$ cat src/rtl/seg_pkg.sv
// Shared definitions for the segment-display path.
// Holds the blank code, the game's tile and glyph codes, a few letter glyphs,
// and the two-phase scan state encoding used by seg_scan_timer and seg_scan_driver.
// All glyphs are active-low with bit7 = dp and bits 6:0 = segments g..a.
package seg_pkg;

    localparam logic [7:0] SEG_BLANK = 8'hFF;

    // Game tiles and sprite glyphs.
    localparam logic [7:0] FLAT      = 8'h77;
    localparam logic [7:0] UP_BAR    = 8'h75;
    localparam logic [7:0] DOWN_BAR  = 8'h73;
    localparam logic [7:0] DINO_UP   = 8'h94;
    localparam logic [7:0] DINO_DOWN = 8'hA3;

    // Letter glyphs for status text (GAME OVER, SCORE, ...).
    localparam logic [7:0] GLYPH_A = 8'h88;
    localparam logic [7:0] GLYPH_C = 8'hC6;
    localparam logic [7:0] GLYPH_E = 8'h86;
    localparam logic [7:0] GLYPH_G = 8'hC2;
    localparam logic [7:0] GLYPH_H = 8'h89;
    localparam logic [7:0] GLYPH_L = 8'hC7;
    localparam logic [7:0] GLYPH_O = 8'hC0;
    localparam logic [7:0] GLYPH_P = 8'h8C;
    localparam logic [7:0] GLYPH_R = 8'hAF;
    localparam logic [7:0] GLYPH_S = 8'h92;
    localparam logic [7:0] GLYPH_U = 8'hC1;

    // Scan phase within one digit slot.
    typedef enum logic {
        SCAN_BLANK = 1'b0,
        SCAN_ON    = 1'b1
    } scan_state_e;

endpackage

$ cat src/rtl/seg_scan_timer.sv
// Slot timer for the multiplexed display.
// A counter runs 0..SCAN_DIV-1 per digit slot; the first BLANK_CYC counts are
// the BLANK phase and the rest are ON. At the end of each slot the digit index
// advances, wrapping from DIGITS-1 to 0.
// Ports:
//   clk, rst      clock, asynchronous active-high reset
//   phase         current scan phase
//   phase_nxt     phase for the next cycle (lets the caller register outputs
//                 that line up with the phase register)
//   digit         current slot index
//   digit_nxt     slot index for the next cycle
//   slot_end      last ON cycle of the current slot
//   frame_end     last ON cycle of digit DIGITS-1 (scan-frame boundary)
module seg_scan_timer
    import seg_pkg::*;
#(
    parameter int DIGITS    = 4,
    parameter int SCAN_DIV  = 12500,
    parameter int BLANK_CYC = 64,
    localparam int CW = $clog2(SCAN_DIV),
    localparam int DW = (DIGITS > 1) ? $clog2(DIGITS) : 1
) (
    input  logic          clk,
    input  logic          rst,
    output scan_state_e   phase,
    output scan_state_e   phase_nxt,
    output logic [DW-1:0] digit,
    output logic [DW-1:0] digit_nxt,
    output logic          slot_end,
    output logic          frame_end
);

    logic [CW-1:0] cnt;
    logic [CW-1:0] cnt_nxt;
    logic          blank_end;

    assign slot_end  = (phase == SCAN_ON) && (cnt == CW'(SCAN_DIV - 1));
    assign frame_end = slot_end && (digit == DW'(DIGITS - 1));
    assign blank_end = (phase == SCAN_BLANK) && (cnt == CW'(BLANK_CYC - 1));

    // Next-state logic for the slot counter, phase and digit index.
    always_comb begin
        cnt_nxt   = cnt + CW'(1);
        phase_nxt = phase;
        digit_nxt = digit;
        case (phase)
            SCAN_BLANK: begin
                if (blank_end) begin
                    phase_nxt = SCAN_ON;
                end else begin
                    phase_nxt = SCAN_BLANK;
                end
            end
            SCAN_ON: begin
                if (slot_end) begin
                    cnt_nxt   = '0;
                    phase_nxt = SCAN_BLANK;
                    if (digit == DW'(DIGITS - 1)) begin
                        digit_nxt = '0;
                    end else begin
                        digit_nxt = digit + DW'(1);
                    end
                end else begin
                    phase_nxt = SCAN_ON;
                end
            end
            default: begin
                cnt_nxt   = '0;
                phase_nxt = SCAN_BLANK;
                digit_nxt = '0;
            end
        endcase
    end

    // Slot counter, phase and digit registers.
    always_ff @(posedge clk or posedge rst) begin
        if (rst) begin
            cnt   <= '0;
            phase <= SCAN_BLANK;
            digit <= '0;
        end else begin
            cnt   <= cnt_nxt;
            phase <= phase_nxt;
            digit <= digit_nxt;
        end
    end

endmodule

$ cat src/rtl/seg_scan_driver.sv
// Time-multiplexed common-anode driver for the game's 4-digit segment frame.
// Frames arrive over valid/ready into a shadow buffer and are copied into the
// active buffer only at the scan-frame boundary, so a frame is never shown
// half old / half new. Every digit slot starts with a blank phase to suppress
// ghosting between digits.
// Ports:
//   clk, rst     clock, asynchronous active-high reset
//   frm_valid    producer has a frame on frm_data
//   frm_ready    shadow buffer empty
//   frm_data     {map3,...,map0}; byte i drives digit i (digit 0 rightmost)
//   seg_n        active-low segments of the lit digit, 8'hFF when blank
//   an_n         active-low anode select, at most one bit low
//   frame_swap   one-cycle pulse in the first blank cycle after a swap
//   scan_digit   index of the current slot
module seg_scan_driver
    import seg_pkg::*;
#(
    parameter int DIGITS    = 4,
    parameter int SCAN_DIV  = 12500,
    parameter int BLANK_CYC = 64,
    localparam int DW = (DIGITS > 1) ? $clog2(DIGITS) : 1
) (
    input  logic                  clk,
    input  logic                  rst,
    input  logic                  frm_valid,
    output logic                  frm_ready,
    input  logic [DIGITS*8-1:0]   frm_data,
    output logic [7:0]            seg_n,
    output logic [DIGITS-1:0]     an_n,
    output logic                  frame_swap,
    output logic [DW-1:0]         scan_digit
);

    scan_state_e        phase;
    scan_state_e        phase_nxt;
    logic [DW-1:0]      digit;
    logic [DW-1:0]      digit_nxt;
    logic               slot_end;
    logic               frame_end;
    logic               boundary;

    logic [DIGITS*8-1:0] shadow;
    logic                shadow_full;
    logic [7:0]          active_buf [DIGITS];

    logic [DIGITS-1:0]   an_nxt;
    logic [7:0]          seg_nxt;

    seg_scan_timer #(
        .DIGITS    (DIGITS),
        .SCAN_DIV  (SCAN_DIV),
        .BLANK_CYC (BLANK_CYC)
    ) u_timer (
        .clk       (clk),
        .rst       (rst),
        .phase     (phase),
        .phase_nxt (phase_nxt),
        .digit     (digit),
        .digit_nxt (digit_nxt),
        .slot_end  (slot_end),
        .frame_end (frame_end)
    );

    // frame_end already implies the other two terms; spelling them out keeps
    // the boundary condition readable on its own.
    assign boundary   = frame_end && slot_end && (phase == SCAN_ON);
    assign frm_ready  = ~shadow_full;
    assign scan_digit = digit;

    // Output decode for the next cycle, so an_n/seg_n register in step with the phase.
    // During BLANK the active buffer may be mid-swap; it is never read then.
    always_comb begin
        an_nxt  = '1;
        seg_nxt = SEG_BLANK;
        if (phase_nxt == SCAN_ON) begin
            an_nxt[digit_nxt] = 1'b0;
            seg_nxt           = active_buf[digit_nxt];
        end else begin
            an_nxt  = '1;
            seg_nxt = SEG_BLANK;
        end
    end

    // Frame buffers, handshake state and registered display outputs.
    // A boundary with a full shadow takes priority: the shadow cannot accept
    // a new frame in the same cycle it is being emptied.
    always_ff @(posedge clk or posedge rst) begin
        if (rst) begin
            shadow      <= '0;
            shadow_full <= 1'b0;
            for (int i = 0; i < DIGITS; i++) begin
                active_buf[i] <= SEG_BLANK;
            end
            an_n       <= '1;
            seg_n      <= SEG_BLANK;
            frame_swap <= 1'b0;
        end else begin
            frame_swap <= 1'b0;
            if (boundary && shadow_full) begin
                for (int i = 0; i < DIGITS; i++) begin
                    active_buf[i] <= shadow[8*i +: 8];
                end
                shadow_full <= 1'b0;
                frame_swap  <= 1'b1;
            end else if (frm_valid && frm_ready) begin
                shadow      <= frm_data;
                shadow_full <= 1'b1;
            end else begin
                shadow_full <= shadow_full;
            end
            an_n  <= an_nxt;
            seg_n <= seg_nxt;
        end
    end

endmodule

$ cat config.mk
export PLATFORM = sky130hd
export DESIGN_NAME = seg_scan_driver
export DESIGN_NICKNAME = d
export VERILOG_FILES = /design/src/rtl/seg_pkg.sv /design/src/rtl/seg_scan_timer.sv /design/src/rtl/seg_scan_driver.sv
export SDC_FILE = /design/constraint.sdc
export NUM_CORES = 1
export LEC_CHECK = 0
export CAP_MARGIN = 10
export CORE_MARGIN = 2
export CORE_UTILIZATION = 49
export CTS_BUF_LIST = sky130_fd_sc_hd__clkbuf_16
export CTS_CLUSTER_SIZE = 10
export DETAILED_ROUTE_END_ITERATION = 12
export PLACE_DENSITY = 0.75
export SYNTH_ARGS = -nofsm -noshare
export SYNTH_HDL_FRONTEND = slang
export SYNTH_SLANG_ARGS = --single-unit
$ cat constraint.sdc
create_clock -name clk -period 2.62 [get_ports clk]
set_input_delay 0.262 -clock clk [delete_from_list [all_inputs] [get_ports clk]]
set_output_delay 0.262 -clock clk [all_outputs]
set_load 0.02 [all_outputs]
# Word-level counts from Yosys, hierarchy flattened
# Cells that the tools add are included.
# Widths: inputs -> output; s select.
# totals
reg_bits,95
latchBits,0
mem_bits_rw,0
mem_bits_ro,0
out_inout_bits,16
word_cells,53
mem_count,0
# op_classes
add_sub_neg,2
mul,0
div_mod_pow,0
magnitude_cmp,3
n_eq_ne,3
shifts,0
n_mux,18
n_bitwise,5
reduce_logical,10
# op_table
op,n
$mux 14,2
$mux 8,3
$bmux 8 s2,1
$add 14x1->14 const B,1
$eq 14x14->1 const B,1
$eq 14x6->1 const B,1
$logic_and 1x1->1,8
$mux 1,6
$mux 2,3
$mux 4,1
$not 4->4,1
$ge 3x3->1 const B,1
$lt 2x3->1 const B,1
$not 1->1,3
$not 2->3,1
$add 2x1->2 const B,1
$demux 1 s2,1
$eq 2x2->1 const B,1
$ge 2x1->1 const B,1
$pmux 1 s2,1
$reduce_and 2->1,1
$reduce_bool 2->1,1

# Logic depth before layout (Yosys ltp)
# depth
depth_word,10
mapped_depth,7
mapped_depth_nobuf,6

# By module
# A second synthesis with hierarchy kept.
# unflattened
cells_unflattened,266
hier_area_um2,4082.7
# by_module_without_submodules
mod,n_inst,cells_per_inst,area_per_inst_um2,seq_area_each_um2
seg_scan_driver,1,189,3254.4,2006.9
seg_scan_timer,1,77,828.3,425.4

# Least setup slack after synthesis
# Ideal clock, no wire load.
# synth_timing
path_kind,register to register
from,reg u_timer.cnt[9]
to,reg seg_n[2]
setup_ps,104
t_arrival_ps,2390
required_time_ps,2516
path_slack_ps,126
stages_incl_launch_ff,6
period_less_slack_ps,2494
path_cell_list,dfrtp_1 -> or4_4 -> nor4_4 -> mux2i_2 -> mux2i_1 -> o2111ai_1
# synth_via
elab_chain_cells,9
# synth_rtl
element,line_no,source
start: declaration,seg_scan_timer.sv:33,logic [CW-1:0] cnt;
start signal: assignment,seg_scan_timer.sv:82,cnt <= cnt_nxt;
$eq 14x14->1,seg_scan_timer.sv:37,assign slot_end = (phase == SCAN_ON) && (cnt == CW'(SCAN_DIV - 1));
$logic_and 1x1->1,seg_scan_timer.sv:37,
$mux 2,seg_scan_timer.sv:55,if (slot_end) begin
$mux 2,seg_scan_timer.sv:46,case (phase)
$not 2->3 (not written as such),seg_scan_driver.sv:77,seg_nxt = active_buf[digit_nxt];
$bmux 8 s2,seg_scan_driver.sv:77,
$mux 8 (not written as such) (2 in a row),seg_scan_driver.sv:77,
$mux 8 (*),seg_scan_driver.sv:75,if (phase_nxt == SCAN_ON) begin
net seg_nxt[2],seg_scan_driver.sv:47,logic [7:0] seg_nxt;
end signal: assignment,seg_scan_driver.sv:112,seg_n <= seg_nxt;
end: declaration,seg_scan_driver.sv:28,"output logic [7:0] seg_n,"
# Mark *: on every way through the listed nets, which the timed path passes. The rest lies on a longest branch. The select of a mux whose other input is x is not followed.
# A chain may end at the register's enable or synchronous reset.

# Worst setup path in the final report
# layout_timing
from,reg u_timer.cnt[0]
to,reg seg_n[0]
# The elaborated chain is that of the path after synthesis.

==> metrics.txt <==
Die Area=8737 um2; post-cts resize count=0; Yosys top cell by area=dfrtp_1; clk_lat worst skew=0.33 ns; vias in the first global route=2391; Final Skew=0.005353 ns; antenna viol nets, final=0; reg-to-reg startpoint=u_timer.cnt[0]; drt wl/cell=16.09 um; post-layout util=0.6337; # DRC=0; CP Data Required Time=2.84 ns; f_max=403.3 MHz; htree depth=3; synthesized area per cell=14.16 um2; antenna cell count=0; Root Driver=clkbuf_16; Arr. time, crit path=2.70 ns; Synth Flop Type=dfrtp_1; FP Rows=32; most common cell after layout, fill and taps aside=mux2_2; Worst setup SP type=flop; Ports=51; post-synth net total=314; Area growth syn-to-layout=24.85%; CP cell instances=ha_1 -> or4bb_1 -> nor4_4 -> mux2i_2 -> buf_4 -> mux2i_1 -> o2111ai_1; Iter 0 DRT Violations=101; top cell type's share of synthesized area=0.3254; status=complete, no violations; Core ar.=7727 um2; initial antenna violation count=0; top cells by area, synth=dfrtp_1 (33%), dfstp_2 (29%), mux2_2 (17%); P_leak=0.002074 uW; Peak supply drop=0.3476 mV; Starting Density=0.5076; largest net degree at the start of global routing=63; sequential cell area=2432 um2; synthesized netlist cell count=277; Least-Margin Pin Slew=0.5199 ns; commonest cells after routing, fill and taps aside=mux2_2 (58), dfrtp_1 (51), clkdlybuf4s50_1 (50); Worst path slowest cell=or4bb_1; Via Count=2355; pwr dens=607.0 nW/um2; EDFF count, synth=0; first-pass GRT wire length=11900 um; RSZ-0062 raised after global routing=yes; final hold violation count=0; drt pass-1 iters=4; Hold Crit Class=primary input to asynchronous set/reset pin; Final setup viols=0; layout cells sized above 1=0.3930; multi-input logic area=1401 um2; total power=2972 uW; period utilization=0.9464; final worst slack=0.1404 ns; max-cap viol count=0; peak per-stage delay on the critical path=0.55 ns; Post-CTS Setup Bufs=0; Worst Setup End Kind=flop; Synth Cell Area=3923 um2; Placer Congestion=0.7660; GR Util All Layers=0.1783; total grt overflow=0; DP HPWL=5053 um; dpl ws=0.1830 ns; relative slew slack=0.6527; clk sinks=95; clock-pin slew on the worst setup and hold paths=0.06 ns; cts-stage hold buffer count=0; vias per cell=5.316; sequential-to-total area share from yosys stat=0.6201; worst setup path category=flop to flop; clock tree from TritonCTS=yes; Syn. warnings=0; synthesized flop and latch total=95; die width=93.47 um; Final min period=2.480 ns; fillers=582; final max-slew violation count=0; nets=373; CP max FO=10; WL final=7126 um; Async SR Flop Fraction=1.000; port bufs=50; Netlist cell types=35; Critical Path Start=u_timer.cnt[0]; Clock Path Buffers=2; Die Height=93.47 um; Inserted Clock Buffers=9
-- per-layer routing --
metal  share of wire  track usage  vias up
li1                -            -     1097
met1            0.46       0.2375     1206
met2            0.50       0.2896       43
met3           0.032      0.03626        9
met4           0.014      0.06740        0
met5               0            0        -
-- cells in the mapped netlist (3+ instances only) --
library cell	number
and3_1	5
buf_1	3
buf_6	3
clkbuf_1	4
dfrtp_1	51
dfstp_2	44
inv_1	6
mux2_1	6
mux2_2	58
mux2i_1	9
nand2_1	18
nand3_1	12
nor2_1	12
nor2b_1	5
o2111ai_1	8
xnor2_1	9
-- per-stage QoR --
step | instance area, um2 | hold WS, ns | setup TNS (ns) | std cells
floorplan | 3926 | 0.3870 | 0 | 277
global placement | 4597 | 0.4325 | 0 | 427
detailed placement | 4597 | 0.4550 | 0 | 427
CTS | 4893 | 0.3400 | 0 | 443
global route | 4897 | 0.3801 | -0.007516 | 443
finish | 4897 | 0.3214 | 0 | 443
-- flip-flops by register name, indices dropped and copies added (netlist names) --
| register | cells |
|---|---|
| u_timer.phase | 1 |
| active_buf | 32 |
| seg_n | 8 |
| shadow | 32 |
| shadow_full | 1 |
| u_timer.cnt | 14 |
| frame_swap | 1 |
| an_n | 4 |
| u_timer.digit | 2 |
-- layout make-up --
type                       count  share of cell area
multi-input combinational    164              0.2862
clock buffer                   9             0.04599
tap                          102             0.02606
inverter                       6            0.005365
clock inverter                 7             0.01456
sequential                    95              0.4967
timing repair buffer          60              0.1252
-- where the power goes --
group	total (uW)	switching, uW	internal, uW
Combinational	137	47.5	89.5
Sequential	1560	30.3	1530
Clock	1280	536	741
Total	2970	614	2360
-- critical path: cells and delay by family, from the launching register on --
| family | cells | cell delay (ns) |
|---|---|---|
| simple gates | 2 | 0.81 |
| flops | 1 | 0.36 |
| mux | 2 | 0.53 |
| fa+ha+maj | 1 | 0.24 |
| compound gates | 1 | 0.19 |
| buf+inv | 1 | 0.24 |
-- worst paths after layout --
kind | to | slack (ns) | cells after the start
max | seg_n[0] | 0.14 | 7
min | shadow[23] | 0.32 | 2
max reg2reg | seg_n[0] | 0.14 | 7
min reg2reg | u_timer.cnt[0] | 0.46 | 1
max in group asynchronous | active_buf[6] | 1.58 | 3
min in group clk | u_timer.cnt[0] | 0.46 | 1
-- cells by family after synthesis --
kind of cell    Yosys count  synth area share
compound gates           16           0.03254
xor+xnor                 11           0.02456
fa+ha+maj                 2          0.006379
buf+inv                  18           0.02424
flops                    95            0.6201
mux                      74            0.2102
simple gates             61           0.08198
No activity file was read; power rests on OpenSTA's default activity.
